**src/rtl/seq_detect_prog.sv**
```systemverilog
// Runtime-programmable serial sequence detector with Mealy match flag,
// overlap/restart modes, enable gating and a saturating match counter.
module seq_detect_prog #(
    parameter int unsigned MAX_LEN     = 8,
    parameter int unsigned CNT_W       = 8,
    parameter logic [MAX_LEN-1:0] DEFAULT_PAT = 'h09,
    parameter int unsigned DEFAULT_LEN = 4,
    parameter int unsigned LEN_W       = $clog2(MAX_LEN + 1)
) (
    input  logic               sysClk,
    input  logic               resetH,
    input  logic               enableH,
    input  logic               loadH,
    input  logic [MAX_LEN-1:0] patIn,
    input  logic [LEN_W-1:0]   lenIn,
    input  logic               overlapH,
    input  logic               clrCntH,
    input  logic               sigA,
    output logic               outAH,
    output logic [CNT_W-1:0]   matchCnt
);

    localparam int unsigned HIST_W = MAX_LEN - 1;
    localparam logic [LEN_W-1:0] MAX_LEN_L = LEN_W'(MAX_LEN);
    localparam logic [LEN_W-1:0] FILL_MAX  = LEN_W'(MAX_LEN - 1);
    localparam logic [CNT_W-1:0] CNT_MAX   = '1;

    logic [MAX_LEN-1:0] pat;
    logic [LEN_W-1:0]   len;
    logic               overlap;
    logic [HIST_W-1:0]  hist;
    logic [LEN_W-1:0]   fill;

    logic [MAX_LEN-1:0] window;
    logic [MAX_LEN-1:0] lenMask;
    logic [LEN_W-1:0]   lenClamped;
    logic               windowHit;
    logic               fillOk;

    // Newest bit joins the history; only the low len bits take part in the compare.
    always_comb begin
        window  = {hist, sigA};
        lenMask = '0;
        for (int i = 0; i < MAX_LEN; i++) begin
            lenMask[i] = (LEN_W'(i) < len);
        end
        windowHit  = ((window ^ pat) & lenMask) == '0;
        fillOk     = (len != '0) && (fill >= (len - LEN_W'(1)));
        outAH      = !resetH && enableH && !loadH && fillOk && windowHit;
        lenClamped = (lenIn > MAX_LEN_L) ? MAX_LEN_L : lenIn;
    end

    // Pattern configuration
    always_ff @(posedge sysClk or posedge resetH) begin
        if (resetH) begin
            pat     <= DEFAULT_PAT;
            len     <= LEN_W'(DEFAULT_LEN);
            overlap <= 1'b1;
        end else if (loadH) begin
            pat     <= patIn;
            len     <= lenClamped;
            overlap <= overlapH;
        end
    end

    // History shift register and valid-bit count; restart mode drops matched bits
    always_ff @(posedge sysClk or posedge resetH) begin
        if (resetH) begin
            hist <= '0;
            fill <= '0;
        end else if (loadH) begin
            hist <= '0;
            fill <= '0;
        end else if (enableH) begin
            if (outAH && !overlap) begin
                hist <= '0;
                fill <= '0;
            end else begin
                hist <= window[HIST_W-1:0];
                fill <= (fill == FILL_MAX) ? fill : fill + LEN_W'(1);
            end
        end
    end

    // Saturating match counter; clear wins over increment
    always_ff @(posedge sysClk or posedge resetH) begin
        if (resetH) begin
            matchCnt <= '0;
        end else if (loadH || clrCntH) begin
            matchCnt <= '0;
        end else if (outAH && (matchCnt != CNT_MAX)) begin
            matchCnt <= matchCnt + CNT_W'(1);
        end
    end

endmodule

```
**config.mk**
```make
export PLATFORM = sky130hd
export DESIGN_NAME = seq_detect_prog
export DESIGN_NICKNAME = d
export VERILOG_FILES = /design/src/rtl/seq_detect_prog.sv
export SDC_FILE = /design/constraint.sdc
export NUM_CORES = 1
export LEC_CHECK = 0
export ABC_AREA = 1
export BUFFER_PORTS_ARGS = -buffer_cell sky130_fd_sc_hd__buf_4
export CAP_MARGIN = 10
export CORE_UTILIZATION = 57
export CTS_CLUSTER_DIAMETER = 30
export DETAILED_ROUTE_END_ITERATION = 16
export GPL_TIMING_DRIVEN = 0
export PLACE_DENSITY = 0.83
export SLEW_MARGIN = 0
export SYNTH_ARGS = -nofsm -noshare
export SYNTH_HDL_FRONTEND = slang
export SYNTH_SLANG_ARGS = --single-unit
```
**constraint.sdc**
```tcl
create_clock -name sysClk -period 2.7 [get_ports sysClk]
set_clock_uncertainty 0.1 [all_clocks]
set_input_delay 0.405 -clock sysClk [delete_from_list [all_inputs] [get_ports sysClk]]
set_output_delay 0.405 -clock sysClk [all_outputs]
set_load 0.02 [all_outputs]
```
==> results of run 1 <==
==> placed cells by master, fill, tap and decap left out, types with 5 or more instances in the layout <==
| cell | instances |
|---|---|
| nand2_1 | 82 |
| buf_4 | 37 |
| inv_1 | 36 |
| dfrtp_1 | 28 |
| nand3_1 | 20 |
| nor2_1 | 14 |
| o21ai_0 | 12 |
| nand2_2 | 8 |
| o21ai_1 | 8 |
| ha_1 | 7 |
| clkbuf_1 | 6 |
| inv_2 | 6 |
| nand4_1 | 6 |
| clkbuf_4 | 5 |
==> flip-flops by register name (all words and copies together) (netlist names) <==
name	cells
pat	8
hist	7
len	4
fill	4
overlap	1
matchCnt	8
==> layer usage <==
layer / up-vias / GRT usage (%)
met4: 0 / 13.62
met5: - / 0
met1: 850 / 33.70
met2: 41 / 46.15
li1: 921 / -
met3: 12 / 5.970
==> how the worst max path moves through the flow <==
stage / to / slack (ns) / depth (start not counted)
2_1_floorplan: matchCnt[5]$_DFFE_PP0P_ / 0.33 / 8
3_3_place_gp: outAH / -0.17 / 7
3_5_place_dp: outAH / 0.12 / 8
4_1_cts: outAH / 0.006 / 13
5_1_grt: outAH / -0.11 / 10
6_report: outAH / 0.006 / 10
==> critical path, cell delays in order, from the launching register on <==
cell and delay [ns]:
dfrtp_1 0.42, inv_2 0.12, ha_4 0.15, nand2_2 0.06
and2_4 0.16, ha_4 0.26, nand4_1 0.12, nand3_2 0.11
nand4_1 0.10, nor2_2 0.20, buf_6 0.15
==> power groups by stage <==
stage	Clock, mW	Combinational [mW]	Sequential [mW]
after global placement	0	0.183	0.537
after global routing	0.293	0.274	0.534
after CTS	0.271	0.214	0.529
after floorplan	0	0.135	0.533
after detailed placement	0	0.196	0.539
final	0.265	0.244	0.531
==> final cells by class <==
| class | count | area (um2) |
|---|---|---|
| Clock buffer | 7 | 45.04 |
| Inverter | 42 | 157.7 |
| Multi-Input combinational cell | 186 | 1010 |
| Fill cell | 254 | 743.2 |
| Sequential cell | 32 | 805.8 |
| Timing Repair Buffer | 39 | 316.6 |
| Buffer | 4 | 15.01 |
| Tap cell | 44 | 55.05 |
| Clock inverter | 1 | 5.005 |
==> cell families (layout without fill, tap and decap cells) <==
logic type / Yosys count / count (layout)
compound gates: 25 / 25
xor+xnor: 6 / 6
fa+ha+maj: 9 / 9
buf+inv: 46 / 93
flops: 32 / 32
simple gates: 146 / 146
==> per-stage QoR <==
step                      instances  hold slack [ns]
final                           355          0.06005
after global routing            355           0.1001
after CTS                       350          0.07248
after detailed placement        336           0.4095
after global placement          335           0.3876
after floorplan                 264           0.3685
==> what timing repair did <==
action | in CTS | in global routing
buffers inserted | 6 | 5
pin swaps | 3 | 11
endpoints found under the setup margin | 1 | 7
resized for setup | 6 | 8
==> impl_metrics.json, run 1 <==
{
  "outcome": "completed",
  "area_growth_pct": 24.02,
  "io_buffers": 27,
  "synth-edff-count": 0,
  "first_pass_iters": 4,
  "grt_usage_pct": 27.60,
  "hp-class": "in2async",
  "synth-xor-area-share_pct": 2.704,
  "wl_met3_um": 157,
  "grt_pass1_wl_um": 7293,
  "synth.most_common_cell": "nand2_1",
  "wl_met1_um": 2048,
  "leakage_nw": 1.259,
  "synth_cells": 264,
  "muxShareOfSynthArea_pct": 0,
  "seq_area_frac_synth_pct": 41.47,
  "worst_pin_slew_ns": 0.6607,
  "drv_cap": 0,
  "ctsHoldBuffers": 0,
  "total_power_mw": 1.040,
  "synth-simple-area-share_pct": 34.58,
  "reg2regPathDepth": 14,
  "worstSetupStartpoint": "len[0]$_DFFE_PP0P_",
  "die_width_um": 60.39,
  "timing.fmax_ghz": 0.3712,
  "ant_nets": 0,
  "fin_area_um2": 2410,
  "start_util_pct": 61.63,
  "rsz0062_at_grt": "true",
  "synth-main-ff-cell": "dfrtp_1",
  "worst_setup_path_end_kind": "output pin",
  "cts.sinks": 32,
  "fin_util_pct": 76.43,
  "post-route-period-util_pct": 99.77,
  "rr_startpoint": "len[2]$_DFFE_PP1P_",
  "pwr_density_cell_nw_per_um2": 431.6,
  "drcViolationCount": 0,
  "cts_made_buffers": 5,
  "ys_warn_count": 0,
  "drt_first_iter_violations": 122,
  "share_comb_of_total_power_pct": 23.5,
  "drv_slew": 0,
  "ys_top_cells_by_area": "dfrtp_1, nand2_1, inv_1, ha_1, nand3_1",
  "period_needed_ns": 2.694,
  "cts_tree": "done",
  "crit_arrival_ns": 2.19,
  "p_clk_share_pct": 25.5,
  "grt-ovfl-total": 0,
  "worstSetupPathType": "reg2out",
  "async_flop_share_pct": 100.0,
  "syn_area_um2": 1943,
  "final-hold-violation-count": 0,
  "topRoutingLayerUsed": "met4",
  "setup_viol": 0,
  "r2r_end": "hist[2]$_DFFE_PP0P_",
  "ys_seq_elements": 32,
  "synth_top_cell_area_share_pct": 36.06,
  "rows": 20,
  "clkSlewWorstSetupHoldPaths_ns": 0.10,
  "worstSetupStartpointType": "register",
  "cts.path.max_buffers": 2,
  "diodes": 0,
  "cts_max_level": 2,
  "grt_max_degree": 20,
  "intPower_uw": 714.6,
  "die_y_um": 60.39,
  "io_pins": 28,
  "gp_congestion": 0.8580,
  "wl_met2_um": 2175,
  "grt_pass1_vias": 1723,
  "post-dp-hpwl_um": 3207,
  "dp_slack_ns": 0.1214,
  "synth_nets": 292,
  "p_seq_share_pct": 51.0,
  "setup_slack_ns": 0.006107,
  "synth_compound_area_share_pct": 6.568,
  "antenna_found_initial": 0,
  "synth_common_cells": "nand2_1, inv_1, dfrtp_1",
  "drt-vias-per-instance": 5.138,
  "yosysTopAreaCell": "dfrtp_1",
  "switching_power_uw": 325.5,
  "ys_types": 25,
  "finalSetupTns_ns": 0,
  "synthAdderAreaFrac_pct": 5.795,
  "r2r_slack_ns": 0.17,
  "clk_latency_ns": 0.33,
  "cp_data_required_time_ns": 2.19,
  "clockRootBuffer": "clkbuf_4",
  "ir_worst_vdd_uv": 363.4,
  "synth_top_family_by_area": "simple AND/OR/NAND/NOR gates",
  "avgSynthCellArea_um2": 7.360,
  "core_area_um2": 3153,
  "nNetsFinal": 338,
  "vias": 1824,
  "dieArea_um2": 3646,
  "wl_per_cell_um": 12.70,
  "switching_share_pct": 31.30,
  "wirelength_um": 4508,
  "placed_area_um2": 2228,
  "slew_headroom_pct": 55.90,
  "critPathMaxFanout": 4,
  "final_layout_size_suffix_gt1_share_pct": 25.40
}
Note: power is estimated with default switching activity, not from simulation.
==> run 2: changes to the inputs <==
--- a/config.mk
+++ b/config.mk
@@ -8,11 +8,13 @@
 export ABC_AREA = 1
 export BUFFER_PORTS_ARGS = -buffer_cell sky130_fd_sc_hd__buf_4
 export CAP_MARGIN = 10
-export CORE_UTILIZATION = 57
+export CELL_PAD_IN_SITES_DETAIL_PLACEMENT = 0
+export CELL_PAD_IN_SITES_GLOBAL_PLACEMENT = 2
+export CORE_UTILIZATION = 32
 export CTS_CLUSTER_DIAMETER = 30
 export DETAILED_ROUTE_END_ITERATION = 16
 export GPL_TIMING_DRIVEN = 0
-export PLACE_DENSITY = 0.83
+export PLACE_DENSITY = 0.81
 export SLEW_MARGIN = 0
 export SYNTH_ARGS = -nofsm -noshare
 export SYNTH_HDL_FRONTEND = slang
==> run 2 against run 1 <==
- non-clock buffer count decreased by 4
- sequential share of layout area fell by 0.48 points
- die area up 75%
- flip-flop and latch count is the same
- clock power grew 35%
- global-route usage is 11 points lower
- register-to-register slack better by 0.02 ns
- fmax is 5.1% higher
- total power increased by 7.2%
- largest power group unchanged
==> impl_metrics.json, run 2 (synthesized netlist as in run 1, its figures left out) <==
{
  "wl_met3_um": 167,
  "drt_first_iter_violations": 65,
  "layout_commonest_cell": "nand2_1",
  "cp_data_required_time_ns": 2.19,
  "wl_met1_um": 2299,
  "setup_slack_ns": 0.1363,
  "clockRootBuffer": "clkbuf_8",
  "slew_headroom_pct": 53.31,
  "worst_setup_path_end_kind": "output pin",
  "drcViolationCount": 0,
  "io_pins": 28,
  "grt_max_degree": 19,
  "diodes": 0,
  "grt_usage_pct": 16.56,
  "final-hold-violation-count": 0,
  "drv_slew": 0,
  "crit_arrival_ns": 2.06,
  "cts_max_level": 2,
  "worst_pin_slew_ns": 0.6996,
  "core_area_um2": 5886,
  "setup_viol": 0,
  "io_buffers": 27,
  "start_util_pct": 33.01,
  "area_growth_pct": 25.82,
  "pwr_density_cell_nw_per_um2": 455.9,
  "reg2regPathDepth": 14,
  "grt_pass1_vias": 1626,
  "layout.cells.non_filler": 382,
  "rr_startpoint": "len[2]$_DFFE_PP1P_",
  "ctsHoldBuffers": 0,
  "hp-class": "in2async",
  "worstSetupStartpointType": "register",
  "placed_area_um2": 2267,
  "multi_input_area_um2": 1005,
  "antenna_found_initial": 0,
  "nFillCells": 623,
  "ir_worst_vdd_uv": 325.8,
  "wl_met2_um": 2071,
  "die_width_um": 79.93,
  "dieArea_um2": 6388,
  "total_power_mw": 1.115,
  "grt_pass1_wl_um": 7824,
  "outcome": "completed",
  "period_needed_ns": 2.564,
  "nNetsFinal": 334,
  "timing.fmax_ghz": 0.3901,
  "vias": 1701,
  "leakage_nw": 1.254,
  "finalSetupTns_ns": 0,
  "r2r_end": "hist[6]$_DFFE_PP0P_",
  "fin_area_um2": 2445,
  "topRoutingLayerUsed": "met4",
  "ff_latch_area_um2": 805.8,
  "final_cell_mix": "nand2_1, inv_1, buf_4",
  "fin_util_pct": 41.54,
  "die_y_um": 79.93,
  "drt-vias-per-instance": 4.453,
  "post-dp-hpwl_um": 3471,
  "cts.path.max_buffers": 2,
  "clkSlewWorstSetupHoldPaths_ns": 0.07,
  "drv_cap": 0,
  "clk_latency_ns": 0.28,
  "rows": 28,
  "gp_congestion": 0.7618,
  "dp_cells": 367,
  "r2r_slack_ns": 0.19,
  "final_layout_size_suffix_gt1_share_pct": 23.45,
  "ant_nets": 0,
  "first_pass_iters": 4,
  "wl_per_cell_um": 12.10,
  "critPathMaxFanout": 4,
  "worstSetupPathType": "reg2out",
  "top_regs": "matchCnt (8), pat (8), hist (7)",
  "dp_slack_ns": 0.1066,
  "cts.sinks": 32,
  "hold_ws_ns": 0.1341,
  "wirelength_um": 4624,
  "post-route-period-util_pct": 94.95,
  "grt-ovfl-total": 0,
  "cts_tree": "done",
  "cts_made_buffers": 5
}
## run 2: worst max path at each step
| stage | start | slack, ns | cells after the start | to |
|---|---|---|---|---|
| after floorplan | resetH | 0.33 | 8 | matchCnt[5]$_DFFE_PP0P_ |
| after global placement | resetH | -0.28 | 7 | outAH |
| after detailed placement | resetH | 0.11 | 8 | outAH |
| after CTS | len[0]$_DFFE_PP0P_ | 0.02 | 13 | outAH |
| after global routing | len[0]$_DFFE_PP0P_ | -0.02 | 11 | outAH |
| final | len[1]$_DFFE_PP0P_ | 0.14 | 10 | outAH |
## run 2: area by class of cell
class	count	area share (%)
Multi-Input combinational cell	186	41.10
Buffer	4	0.6141
Inverter	42	6.448
Sequential cell	32	32.96
Tap cell	75	3.838
Clock buffer	7	3.122
Timing Repair Buffer	35	11.72
Clock inverter	1	0.2047
## run 2: critical path: stages, from the launching register on
cell and delay, ns:
dfrtp_1 0.39, inv_2 0.12, ha_4 0.16, nand2_2 0.06, and2_4 0.14, ha_4 0.26
nand4_1 0.12, nand3_2 0.12, nand4_1 0.09, nor2_2 0.18, buf_6 0.14
## run 2: repair_timing
| action | CTS | global route |
|---|---|---|
| resized for setup | 2 | 9 |
| pin swaps | 1 | 3 |
| buffers inserted | 3 | 4 |
| endpoints found under the setup margin | 1 | 1 |
## run 2: power breakdown
| group | leakage [nW] | internal (mW) | switching, mW | total [mW] |
|---|---|---|---|---|
| Sequential | 0.414 | 0.508 | 0.0220 | 0.530 |
| Clock | 0.0422 | 0.181 | 0.176 | 0.357 |
| Combinational | 0.798 | 0.0976 | 0.130 | 0.227 |
## run 2: metal layers
layer	global-route usage, %	vias up
met5	0	-
met4	6.964	0
met3	3.657	7
met2	25.13	27
met1	22.55	755
li1	-	912
==> run 3: changes to the inputs <==
--- a/config.mk
+++ b/config.mk
@@ -10,11 +10,10 @@
 export CAP_MARGIN = 10
 export CELL_PAD_IN_SITES_DETAIL_PLACEMENT = 0
 export CELL_PAD_IN_SITES_GLOBAL_PLACEMENT = 2
-export CORE_UTILIZATION = 32
+export CORE_UTILIZATION = 29
 export CTS_CLUSTER_DIAMETER = 30
 export DETAILED_ROUTE_END_ITERATION = 16
-export GPL_TIMING_DRIVEN = 0
-export PLACE_DENSITY = 0.81
+export PLACE_DENSITY = 0.78
 export SLEW_MARGIN = 0
 export SYNTH_ARGS = -nofsm -noshare
 export SYNTH_HDL_FRONTEND = slang
==> constraint.sdc (replaced) <==
create_clock -name sysClk -period 2.2 [get_ports sysClk]
set_clock_uncertainty 0.1 [all_clocks]
set_input_delay 0.33 -clock sysClk [delete_from_list [all_inputs] [get_ports sysClk]]
set_output_delay 0.33 -clock sysClk [all_outputs]
set_load 0.02 [all_outputs]
==> run 3 against run 2 <==
- the flow now finishes with violations (design-rule violations, negative setup slack)
- final cell count grew 2.9%
- first-iteration DRC count did not move
- sequential power up 22%
- via count rose by 4.1%
- wire length grew 4.1%
- global-route usage fell by 1.1 points
- design area grew 7.5%
- core utilization is 0.63 points lower
- combinational power is 48% higher
- register-to-register slack worse by 0.38 ns
- count of clock-buffer cells in the layout increased by 1
==> impl_metrics.json, run 3 (synthesized netlist as in run 1, its figures left out) <==
{
  "outcome": "finished with violations",
  "violations": "design-rule violations, negative setup slack",
  "diodes": 0,
  "crit_arrival_ns": 2.01,
  "cts.path.max_buffers": 2,
  "cts_max_level": 2,
  "cts_tree": "done",
  "area_growth_pct": 35.22,
  "gp_congestion": 0.8078,
  "worst_pin_slew_ns": 0.6306,
  "finalSetupTns_ns": -2.845,
  "critPathMaxFanout": 3,
  "final_cell_mix": "nand2_1, buf_4, inv_1",
  "ir_worst_vdd_uv": 290.0,
  "drt_first_iter_violations": 65,
  "nFillCells": 676,
  "rsz0062_at_grt": "true",
  "r2r_slack_ns": -0.19,
  "ctsHoldBuffers": 0,
  "first_pass_iters": 10,
  "die_width_um": 83.86,
  "io_pins": 28,
  "drcViolationCount": 2,
  "reg2regPathDepth": 17,
  "clk_latency_ns": 0.28,
  "antenna_found_initial": 0,
  "ant_nets": 0,
  "clkSlewWorstSetupHoldPaths_ns": 0.07,
  "grt_usage_pct": 15.43,
  "cts.sinks": 32,
  "io_buffers": 27,
  "nNetsFinal": 343,
  "pwr_density_cell_nw_per_um2": 555.8,
  "die_y_um": 83.86,
  "clockRootBuffer": "clkbuf_8",
  "leakage_nw": 1.329,
  "rows": 29,
  "grt_max_degree": 33,
  "grt_pass1_vias": 1769,
  "cts_made_buffers": 5,
  "total_power_mw": 1.460,
  "worst_setup_path_end_kind": "output pin",
  "period_needed_ns": 2.443,
  "start_util_pct": 30.26,
  "dieArea_um2": 7032,
  "wl_per_cell_um": 12.25,
  "slew_headroom_pct": 57.80,
  "final_layout_size_suffix_gt1_share_pct": 30.70,
  "core_area_um2": 6422,
  "worstSetupStartpointType": "register",
  "cp_data_required_time_ns": 1.77,
  "worstSetupPathType": "reg2out",
  "setup_viol": 20,
  "grt_pass1_wl_um": 8418,
  "hp-class": "in2async",
  "dp_slack_ns": -0.1097,
  "multi_input_area_um2": 1102,
  "drv_slew": 0,
  "ff_latch_area_um2": 805.8,
  "grt-ovfl-total": 0,
  "top_regs": "matchCnt (8), pat (8), hist (7)",
  "post-route-period-util_pct": 111.0,
  "vias": 1770,
  "post-dp-hpwl_um": 3513,
  "final-hold-violation-count": 0,
  "drv_cap": 0,
  "drt-vias-per-instance": 4.504,
  "layout_commonest_cell": "nand2_1",
  "wirelength_um": 4815,
  "setup_slack_ns": -0.2430,
  "timing.fmax_ghz": 0.4093
}
-- run 3: cell count changes in the layout (fill, tap and decap cells not counted), sizes merged --
cell	previous run	this run
clkbuf	11	8
inv	42	41
clkinvlp	0	1
buf	35	48
clkinv	1	0
-- run 3: area by class of cell --
class                      count  share of cell area (%)
sequential                    32                   30.67
inverter                      42                   6.143
multi-input combinational    186                   41.95
tap                           77                   3.667
timing repair buffer          48                   14.14
clock buffer                   8                   3.429
-- run 3: path summary, 6_finish.rpt --
check,start,end
setup / recovery,len[2]$_DFFE_PP1P_,outAH
hold / removal,resetH,matchCnt[3]$_DFFE_PP0P_
setup reg to reg,len[2]$_DFFE_PP1P_,hist[5]$_DFFE_PP0P_
hold reg to reg,pat[0]$_DFFE_PP1P_,pat[0]$_DFFE_PP1P_
max in group asynchronous,resetH,overlap$_DFFE_PP1P_
min in group sysClk,overlapH,overlap$_DFFE_PP1P_
-- run 3: report_power, final --
group	internal [mW]	total, mW	switching, mW
combinational	0.149	0.335	0.186
sequential	0.623	0.649	0.0254
clock	0.255	0.476	0.221
-- run 3: through the flow --
step	util [%]	std cells	hold slack [ns]	instance area (um2)
after global routing	40.91	393	0.1454	2628
after detailed placement	36.45	378	0.3895	2341
final	40.91	393	0.1030	2628
after CTS	39.84	391	0.1225	2559
after global placement	36.45	378	0.3831	2341
after floorplan	-	264	0.1648	1952
-- run 3: metal layers --
metal  vias up  share of wire [%]  track usage (%)
li1        931                  -                -
met1       806                 50            20.07
met2        31                 46            25.34
met3         2                3.4            3.264
met4         0               0.60            5.329
met5         -                  0                0
-- run 3: what timing repair did --
action / 4_1_cts / 5_1_grt
buffers inserted: 5 / 3
endpoints found under the setup margin: 20 / 20
gates resized for setup: 19 / 15
pin swaps: 14 / 14
cloned: 0 / 0
-- run 3: worst max-delay path, stage by stage, from the launching register on --
cell and delay, ns:
dfstp_2 0.57, inv_2 0.06, nand3_2 0.06, xor2_1 0.07, ha_1 0.33, nand2_1 0.07
inv_1 0.05, nand2_1 0.05, nand3_2 0.07, nand4_1 0.13, nor2_4 0.16, buf_6 0.13
